<file path="config.mk">
export PLATFORM = sky130hd
export DESIGN_NAME = up_down_counter_mod
export DESIGN_NICKNAME = d
export VERILOG_FILES = /design/src/rtl/udc_pkg.sv /design/src/rtl/udc_next_val.sv /design/src/rtl/up_down_counter_mod.sv
export SDC_FILE = /design/constraint.sdc
export NUM_CORES = 1
export LEC_CHECK = 0
export BUFFER_PORTS_ARGS = -buffer_cell sky130_fd_sc_hd__buf_4
export CAP_MARGIN = 10
export CORE_AREA = 2 2 39 41
export DETAILED_ROUTE_END_ITERATION = 10
export DIE_AREA = 0 0 41 43
export GPL_TIMING_DRIVEN = 0
export PLACE_DENSITY = 0.68
export SYNTH_ARGS = -nofsm -noshare
export SYNTH_HDL_FRONTEND = slang
export SYNTH_SLANG_ARGS = --single-unit
</file>
<file path="constraint.sdc">
create_clock -name i_clk -period 2.9 [get_ports i_clk]
set_clock_uncertainty 0.2 [all_clocks]
set_input_delay 0.145 -clock i_clk [delete_from_list [all_inputs] [get_ports i_clk]]
set_output_delay 0.145 -clock i_clk [all_outputs]
set_load 0.05 [all_outputs]
</file>
<file path="src/rtl/udc_pkg.sv">
// Shared definitions for the modulo-N up/down counter: direction and
// boundary-mode encodings plus the load clamping helper.
package udc_pkg;

    localparam logic UDC_UP   = 1'b1;
    localparam logic UDC_DOWN = 1'b0;

    // Widest counter the clamp helper can serve.
    localparam int UDC_CLAMP_W = 32;

    typedef enum logic {
        UDC_MODE_WRAP = 1'b0,
        UDC_MODE_SAT  = 1'b1
    } udc_mode_e;

    function automatic logic [UDC_CLAMP_W-1:0] udc_clamp(
        input logic [UDC_CLAMP_W-1:0] val,
        input logic [UDC_CLAMP_W-1:0] max
    );
        return (val > max) ? max : val;
    endfunction

endpackage

</file>
<file path="src/rtl/udc_next_val.sv">
// Combinational step logic: the count after one enabled edge in the given
// direction and mode, plus whether the current count sits on the boundary.
module udc_next_val
    import udc_pkg::*;
#(
    parameter int               WIDTH   = 4,
    parameter logic [WIDTH-1:0] MAX_VAL = {WIDTH{1'b1}}
) (
    input  logic [WIDTH-1:0] q,
    input  logic             dir,
    input  udc_mode_e        mode,
    output logic [WIDTH-1:0] next_q,
    output logic             at_bound
);

    localparam logic [WIDTH:0] MAX_EXT = {1'b0, MAX_VAL};
    localparam logic [WIDTH:0] ONE_EXT = (WIDTH+1)'(1);

    logic [WIDTH:0] inc;
    logic [WIDTH:0] dec;

    // One spare bit so stepping past MAX_VAL or below 0 is visible before
    // truncation; a non-power-of-two MAX_VAL therefore returns to 0.
    assign inc = {1'b0, q} + ONE_EXT;
    assign dec = {1'b0, q} - ONE_EXT;

    always_comb begin
        next_q   = q;
        at_bound = 1'b0;
        if (dir == UDC_UP) begin
            at_bound = (q == MAX_VAL);
            if (inc > MAX_EXT) begin
                next_q = (mode == UDC_MODE_SAT) ? q : '0;
            end else begin
                next_q = inc[WIDTH-1:0];
            end
        end else begin
            at_bound = (dir == UDC_DOWN) && (q == '0);
            if (dec[WIDTH]) begin
                next_q = (mode == UDC_MODE_SAT) ? q : MAX_VAL;
            end else begin
                next_q = dec[WIDTH-1:0];
            end
        end
    end

endmodule

</file>
<file path="src/rtl/up_down_counter_mod.sv">
// Modulo-N up/down counter with clear, clamped load, wrap/saturate boundary
// handling, terminal count and sticky overflow. Saturation built with UDC_SAT_EN.
module up_down_counter_mod
    import udc_pkg::*;
#(
    parameter int               WIDTH   = 4,
    parameter logic [WIDTH-1:0] MAX_VAL = {WIDTH{1'b1}}
) (
    input  logic             i_clk,
    input  logic             i_rst_n,
    input  logic             i_en,
    input  logic             i_up_down,
    input  logic             i_clr,
    input  logic             i_load,
    input  logic [WIDTH-1:0] i_load_val,
    input  logic             i_sat,
    input  logic             i_flag_clr,
    output logic [WIDTH-1:0] o_Q,
    output logic             o_tc,
    output logic             o_wrap,
    output logic             o_ovf
);

    logic [WIDTH-1:0] q_r;
    logic [WIDTH-1:0] q_d;
    logic [WIDTH-1:0] step_q;
    logic [WIDTH-1:0] load_clamped;
    logic             at_bound;
    logic             boundary_evt;
    logic             wrap_r;
    logic             ovf_r;
    logic             ovf_d;
    udc_mode_e        mode;

`ifdef UDC_SAT_EN
    assign mode = i_sat ? UDC_MODE_SAT : UDC_MODE_WRAP;
`else
    // Port kept so both builds share one interface; the value is not used.
    logic unused_sat;
    assign unused_sat = i_sat;
    assign mode       = UDC_MODE_WRAP;
`endif

    udc_next_val #(
        .WIDTH   (WIDTH),
        .MAX_VAL (MAX_VAL)
    ) u_next_val (
        .q        (q_r),
        .dir      (i_up_down),
        .mode     (mode),
        .next_q   (step_q),
        .at_bound (at_bound)
    );

    assign load_clamped = WIDTH'(udc_clamp(UDC_CLAMP_W'(i_load_val), UDC_CLAMP_W'(MAX_VAL)));

    // Clear and load pre-empt counting, so they never raise a boundary event.
    assign boundary_evt = i_en && at_bound && !i_clr && !i_load;

    always_comb begin
        q_d = q_r;
        if (i_clr) begin
            q_d = '0;
        end else if (i_load) begin
            q_d = load_clamped;
        end else if (i_en) begin
            q_d = step_q;
        end
    end

    // A new event outranks a flag clear landing on the same edge.
    always_comb begin
        ovf_d = ovf_r;
        if (i_clr) begin
            ovf_d = 1'b0;
        end else if (boundary_evt) begin
            ovf_d = 1'b1;
        end else if (i_flag_clr) begin
            ovf_d = 1'b0;
        end
    end

    always_ff @(posedge i_clk or negedge i_rst_n) begin
        if (!i_rst_n) begin
            q_r    <= '0;
            wrap_r <= 1'b0;
            ovf_r  <= 1'b0;
        end else begin
            q_r    <= q_d;
            wrap_r <= boundary_evt;
            ovf_r  <= ovf_d;
        end
    end

    assign o_Q    = q_r;
    assign o_tc   = at_bound;
    assign o_wrap = wrap_r;
    assign o_ovf  = ovf_r;

endmodule

</file>
# Word level (Yosys, flattened, before mapping)
# Index checks and enable logic that the tools add are counted.
# word_totals
ff_bits,6
input_bits,12
output_inout_bits,7
word_cells,27
# classes
addsub,2
n_lt_le_gt_ge,1
n_eq_ne,1
mux,10
bitwise_logic,1
reduce_logical,9
# ops
operator,n
$mux W4,6
$reduce_bool A3 Y1,2
$add A4 B1 Y5 const B,1
$gt A5 B4 Y1 const B,1
$sub A4 B1 Y5 const B,1
$eq A4 B4 Y1 const B,1
$logic_and A1 B1 Y1,4
$logic_not A4 Y1,1
$mux W1,4
$logic_not A1 Y1,2
$not A1 Y1,1

# Longest topological paths before layout
# Gate-level depths: netlist of the first run.
# logic_depth
word_depth,8
mapped_depth,6
ltp_nobuf,6

# Cells and area by module
# From an unflattened synthesis of the first run, not the netlist that was laid out.
# hier_totals
cells_unflattened,76
area_unflattened_um2,634.4
# by_module_without_submodules
mod,n_inst,cells_per_inst,area_each_um2,seq_area_each_um2
udc_next_val,1,51,347.8,0.0
up_down_counter_mod,1,25,286.5,150.1

# Worst setup path before layout of the first run
# OpenSTA, ideal clock, no wires.
# synth_path
kind,flip-flop to flip-flop
startpoint,"reg q_r[0], in the netlist o_Q[0]"
endpoint,"reg q_r[0], in the netlist o_Q[0]"
setup_ns,0.124
t_arrival_ns,2.116
required_time_ns,2.576
path_slack_ns,0.460
stages_incl_launch_ff,7
path_cell_list,dfrtp_1 > inv_1 > ha_1 > or3b_4 > a211oi_2 > nor2_1 > o31a_1
# synth_via
elab_chain_len,7
# synth_rtl
element,line,text
from (decl),up_down_counter_mod.sv:24,logic [WIDTH-1:0] q_r;
from (signal assigned),up_down_counter_mod.sv:89,q_r <= q_d;
$add A4 B1 Y5,udc_next_val.sv:24,"assign inc = {1'b0, q} + ONE_EXT;"
$gt A5 B4 Y1,udc_next_val.sv:32,if (inc > MAX_EXT) begin
$mux W4,udc_next_val.sv:32,
$mux W4 *,udc_next_val.sv:30,if (dir == UDC_UP) begin
$mux W4 *,up_down_counter_mod.sv:66,end else if (i_en) begin
$mux W4 *,up_down_counter_mod.sv:64,end else if (i_load) begin
$mux W4 *,up_down_counter_mod.sv:62,if (i_clr) begin
# Every way passes the cells marked *; elsewhere a longest branch is shown, timed or not. The select of a mux whose other input is x is not followed.
# A chain may end at the register's enable or synchronous reset.

# Worst setup path after layout of the first run
# Ends and elaborated chain as after synthesis.

==> results of run 1 <==
==> how the worst min path moves through the flow <==
| stage | start | end | slack (ps) | cells after the start |
|---|---|---|---|---|
| floorplan | i_rst_n | o_Q[0] | -350 | 0 |
| global placement | i_rst_n | o_ovf | -250 | 1 |
| detailed placement | i_rst_n | o_wrap | -250 | 1 |
| CTS | i_rst_n | o_wrap | 50 | 2 |
| global route | i_rst_n | o_wrap | 60 | 2 |
| finish | i_rst_n | o_wrap | 60 | 2 |
==> state kept, by name, summed over array words and instances (netlist names) <==
signal and cells:
o_Q 4, o_ovf 1, o_wrap 1
==> final cells by class <==
class	count	area share, %
Multi-Input combinational cell	50	47.0
Timing Repair Buffer	20	21.4
Sequential cell	6	19.7
Buffer	4	3.29
Clock buffer	3	2.96
Inverter	6	2.96
Tap cell	16	2.63
==> synthesized netlist by cell type <==
cell / n / area (µm²)
a211oi_2: 1 / 12.5
nand2b_1: 3 / 18.8
nor2b_1: 1 / 6.26
nand2_1: 3 / 11.3
nor3_1: 3 / 15.0
nor4b_1: 2 / 17.5
o21ai_0: 4 / 20.0
buf_6: 1 / 11.3
o21bai_1: 1 / 7.51
or4b_4: 1 / 13.8
a21oi_1: 4 / 20.0
o21ai_2: 1 / 8.76
nand4bb_1: 1 / 11.3
inv_1: 6 / 22.5
clkbuf_1: 1 / 3.75
nor2_1: 5 / 18.8
o2111ai_1: 1 / 8.76
buf_2: 2 / 10.0
or3b_4: 1 / 11.3
dfrtp_1: 6 / 150
ha_1: 4 / 50.1
nand3_1: 3 / 15.0
o22ai_1: 1 / 6.26
o31a_1: 1 / 8.76
a311o_1: 1 / 10.0
nand3b_1: 1 / 7.51
o31ai_1: 1 / 7.51
o2111a_1: 1 / 11.3
a31oi_1: 1 / 6.26
xnor2_1: 2 / 17.5
a211oi_1: 1 / 7.51
a221oi_1: 1 / 8.76
==> repair_timing <==
item / in CTS / in global routing
hold endpoints to repair: 10 / 0
setup endpoints to repair: 0 / 0
setup buffers: 0 / 0
hold buffers: 5 / 0
==> per-layer routing <==
layer	GRT usage [%]	vias to the layer above
met5	0	-
met4	6.00	0
met3	3.14	2
met2	33.1	11
met1	21.2	289
li1	-	288
==> report_power, final <==
group	switching (W)	total, W	leakage [nW]	internal, W
Clock	0.0000281	0.0000748	0.0138	0.0000467
Combinational	0.0000692	0.000121	0.242	0.0000521
Sequential	0.00000840	0.0000976	0.0794	0.0000892
==> cell families after synthesis <==
family	Yosys count	synth area share, %
buffers and inverters	10	8.56
DFF	6	27.0
and+or+nand+nor	24	26.4
xor gates and xnor gates	2	3.15
adders and majority gates	4	9.01
AOI/OAI and AO/OA	20	25.9
==> cells in the final DEF (no fill, tap or decap), types with 2 or more instances in the layout <==
cell           Yosys  routed
a21oi_1            4       4
buf_2              2       2
buf_4              0      15
clkbuf_4           0       3
dfrtp_1            6       6
dlygate4sd3_1      0       5
ha_1               4       4
inv_1              6       6
nand2_1            3       3
nand2b_1           3       3
nand3_1            3       3
nor2_1             5       5
nor3_1             3       3
nor4b_1            2       2
o21ai_0            4       4
xnor2_1            2       2
==> through the flow <==
stage	worst slack, ps	util [%]
3_5_place_dp	647	49.7
6_report	636	55.0
4_1_cts	645	55.0
5_1_grt	564	55.0
2_1_floorplan	460	-
3_3_place_gp	693	49.7
==> critical path: cells and delay by family, from the launching register on <==
family | cells | cell delay (ps)
flops | 1 | 530
simple gates | 2 | 460
buf+inv | 1 | 140
fa+ha+maj | 1 | 350
compound gates | 2 | 450
==> impl_metrics.json, run 1 <==
{
  "status": "finished, final reports clean",
  "clock-sinks": 6,
  "startpoint_type": "flip-flop",
  "worst-setup-path-type": "flip-flop to flip-flop",
  "timing.rr.start": "o_Q[0]",
  "syn_to_final_growth_pct": 36.9,
  "vias_per_cell": 5.62,
  "ys_seq_area_share_pct": 27.0,
  "hold_slack_ps": 60.8,
  "htreeDepth": 1,
  "cp_max_fo": 10,
  "worst_path_largest_cell_delay_ps": 530,
  "slowest_stage": "dfrtp_1",
  "hold_path_class": "primary input to async pin",
  "ys_ff_latch": 6,
  "layout.cells.non_filler": 105,
  "overflow": 0,
  "finalSetupViolations": 0,
  "m1WireLength_um": 613,
  "chipWidth_um": 41,
  "avgSynthCellArea_um2": 8.42,
  "port_buffers": 15,
  "fin_crit_sh_pct": 78.1,
  "maxCapViolations": 0,
  "grt_pass1_vias": 540,
  "finalWirelength_mm": 1.48,
  "grt_pass1_wl_mm": 2.21,
  "start_util_pct": 40.1,
  "clk_path_buf_depth": 2,
  "period_minus_slack_ps": 2260,
  "wl_met2_um": 802,
  "syn_nets": 82,
  "fp.dieH_um": 43,
  "rsz0062_at_grt": "false",
  "rr_worst_depth": 6,
  "slew_headroom_pct": 73.6,
  "power_leakage_nw": 0.335,
  "antenna_found_initial": 0,
  "ios": 19,
  "n_antenna_cell": 0,
  "p_per_area_nw_per_um2": 386,
  "clkTransAtPathRegs_ps": 50,
  "synth_cell_type_count": 32,
  "finalSetupTns_ps": 0,
  "wl_per_cell_um": 14.1,
  "clkLatencyLatePin_ps": 240,
  "placed_cells": 97,
  "drive_above_1_share_pct": 28.1,
  "ant_nets": 0,
  "power_w": 0.000294,
  "drcViolationCount": 0,
  "layout.filler_cells": 138,
  "vias": 590,
  "worst_pin_slew_ps": 391,
  "ys.warnings.count": 0,
  "hpwl_mm": 1.07,
  "ff2ff_setup_slack_ps": 640,
  "cts_root_buf": "clkbuf_4",
  "firstDrtPassIters": 4,
  "fmax_mhz": 442,
  "multiInputGateArea_um2": 358,
  "syn_area_um2": 556,
  "stdcell_area_um2": 761,
  "irDropWorstVdd_uv": 190,
  "drv_slew": 0,
  "crit_end": "o_Q[0]",
  "synth_cells": 66,
  "core_um2": 1380,
  "finalHoldViolations": 0,
  "cts_buffers": 3,
  "final-seq-area_um2": 150,
  "ctsResizeCount": 0,
  "grt_use_total_pct": 18.8,
  "startpoint": "o_Q[0]",
  "nNetsFinal": 107,
  "path_cells": "inv_1 > ha_1 > or3b_4 > a211oi_2 > nor2_1 > o31a_1",
  "reg2reg_to": "o_Q[0]",
  "grt_max_degree": 11,
  "gp_congestion": 0.785,
  "wl_met3_um": 41,
  "top_layer": "met4",
  "post_dp_cell_area_um2": 688,
  "dieArea_um2": 1760,
  "worstPathArrival_ps": 2180,
  "critPathRequiredTime_ps": 2820,
  "cts_tree": "done",
  "first_iter_violations": 18,
  "rows": 14,
  "endpoint_kind": "flip-flop"
}
Power figures use the tool's default switching activity.
==> run 2, diff against run 1 <==
==> constraint.sdc (replaced) <==
create_clock -name i_clk -period 2.17 [get_ports i_clk]
set_clock_uncertainty 0.2 [all_clocks]
set_input_delay 0.1085 -clock i_clk [delete_from_list [all_inputs] [get_ports i_clk]]
set_output_delay 0.1085 -clock i_clk [all_outputs]
set_load 0.05 [all_outputs]
==> run 2 against run 1 <==
Against the previous run: global-route usage rose by 0.50 points; via count rose by 4.6%; cell count rose by 6.7%; register-to-register slack got worse by 500 ps; power rose by 46%; clock power rose by 62%; first-iteration DRC count fell by 5.6%; utilization rose by 5.0 points; sequential share of layout area fell by 1.3 points; largest cell class unchanged; highest routed layer unchanged.
==> impl_metrics.json, run 2 (synthesized netlist as in run 1, its figures left out) <==
{
  "status": "finished, final reports clean",
  "gp_congestion": 0.840,
  "worst_path_largest_cell_delay_ps": 430,
  "finalSetupTns_ps": 0,
  "multiInputGateArea_um2": 370,
  "finalWirelength_mm": 1.48,
  "antenna_found_initial": 0,
  "drcViolationCount": 0,
  "final_common_cell": "buf_4",
  "overflow": 0,
  "ios": 19,
  "fin_crit_sh_pct": 93.9,
  "worst-setup-path-type": "flip-flop to flip-flop",
  "hpwl_mm": 1.01,
  "hold_path_class": "primary input to flip-flop",
  "fmax_mhz": 491,
  "largest_reg_flops": 4,
  "endpoint_kind": "flip-flop",
  "layout.cells.non_filler": 112,
  "worstPathArrival_ps": 1980,
  "ant_nets": 0,
  "slew_headroom_pct": 74.4,
  "start_util_pct": 40.1,
  "startpoint_type": "flip-flop",
  "nNetsFinal": 113,
  "hold_end": "o_Q[3]",
  "ff2ff_setup_slack_ps": 130,
  "cts_tree": "done",
  "finalHoldViolations": 0,
  "n_antenna_cell": 0,
  "layout.filler_cells": 117,
  "firstDrtPassIters": 4,
  "timing.rr.start": "o_Q[1]",
  "worst_pin_slew_ps": 379,
  "hold_depth": 5,
  "grt_use_total_pct": 19.3,
  "htreeDepth": 1,
  "first_iter_violations": 17,
  "syn_to_final_growth_pct": 49.3,
  "p_per_area_nw_per_um2": 517,
  "placed_cells": 97,
  "final-seq-area_um2": 153,
  "dp_slack_ps": 57.2,
  "wl_per_cell_um": 13.2,
  "core_um2": 1380,
  "fp.dieH_um": 43,
  "cts_root_buf": "clkbuf_4",
  "finalSetupViolations": 0,
  "critPathRequiredTime_ps": 2110,
  "power_leakage_nw": 0.363,
  "dieArea_um2": 1760,
  "clock-sinks": 6,
  "slowest_stage": "dfrtp_2",
  "vias_per_cell": 5.51,
  "rows": 14,
  "mostFrequentLayoutCells": "19 x buf_4, 7 x dlygate4sd3_1, 5 x inv_1, 5 x nor2_1",
  "cts_buffers": 3,
  "period_minus_slack_ps": 2040,
  "reg2reg_to": "o_Q[0]",
  "path_cells": "inv_1 > ha_4 > or3b_4 > a211oi_2 > nor2_1 > o31a_1",
  "port_buffers": 15,
  "irDropWorstVdd_uv": 205,
  "maxCapViolations": 0,
  "power_w": 0.000429,
  "clkLatencyLatePin_ps": 260,
  "holdCritStartpoint": "i_load_val[3]",
  "final_util_pct": 59.9,
  "drive_above_1_share_pct": 34.4,
  "grt_pass1_vias": 520,
  "grt_max_degree": 11,
  "clk_path_buf_depth": 2,
  "cp_max_fo": 7,
  "clkTransAtPathRegs_ps": 50,
  "rr_worst_depth": 6,
  "drv_slew": 0,
  "rsz0062_at_grt": "false",
  "vias": 617,
  "chipWidth_um": 41,
  "timing.final.ws_setup_ps": 132,
  "grt_pass1_wl_mm": 2.26
}
-- run 2: cell count changes in the layout (fill, tap and decap cells not counted) --
cell and delta:
buf_4 +4, dfrtp_1 -2, dfrtp_2 +2, dlygate4sd3_1 +2
clkbuf_1 +1, ha_1 -1, ha_4 +1, inv_1 -1
inv_2 +1
-- run 2: how the worst max path moves through the flow --
stage	startpoint	endpoint	slack (ps)	cells past startpoint
global placement	o_Q[0]	o_Q[0]	70	6
floorplan	o_Q[0]	o_Q[0]	7	6
finish	o_Q[1]	o_Q[0]	130	6
detailed placement	o_Q[0]	o_Q[0]	60	6
CTS	o_Q[0]	o_Q[0]	50	6
global route	o_Q[1]	o_Q[0]	50	6
-- run 2: critical path, delay by kind of cell (launching register included) --
| family | cells | cell delay [ps] |
|---|---|---|
| AOI/OAI and AO/OA | 2 | 470 |
| and+or+nand+nor | 2 | 440 |
| DFF | 1 | 430 |
| adders and majority gates | 1 | 290 |
| buffers and inverters | 1 | 100 |
-- run 2: layer usage --
layer  wire (µm)  global-route usage (%)
met1         632                    25.8
met2         747                    27.5
met4          23                    14.0
met3          79                    1.57
met5           0                       0
-- run 2: report_power, final --
group / switching [W] / total (W) / internal (W)
sequential: 0.00000998 / 0.000130 / 0.000120
combinational: 0.0000963 / 0.000178 / 0.0000820
clock: 0.0000502 / 0.000121 / 0.0000703
total: 0.000157 / 0.000429 / 0.000272
-- run 2: what timing repair did --
item	4_1_cts	5_1_grt
resized for setup	0	1
setup buffers	0	4
endpoints found under the hold margin	12	0
hold buffers	7	0
setup endpoints to repair	0	1
-- run 2: final cells by class --
class / instances / share of cell area (%)
multi-input combinational: 50 / 44.6
timing repair buffer: 26 / 25.6
sequential: 6 / 18.4
clock buffer: 4 / 3.17
buffer: 4 / 3.02
inverter: 6 / 2.71
tap: 16 / 2.41
-- run 2: per-stage QoR --
step,cell area (µm²),hold slack (ps)
2_1_floorplan,558,-387
3_5_place_dp,691,-280
6_report,830,10.8
5_1_grt,830,33.2
3_3_place_gp,691,-282
4_1_cts,787,7.37
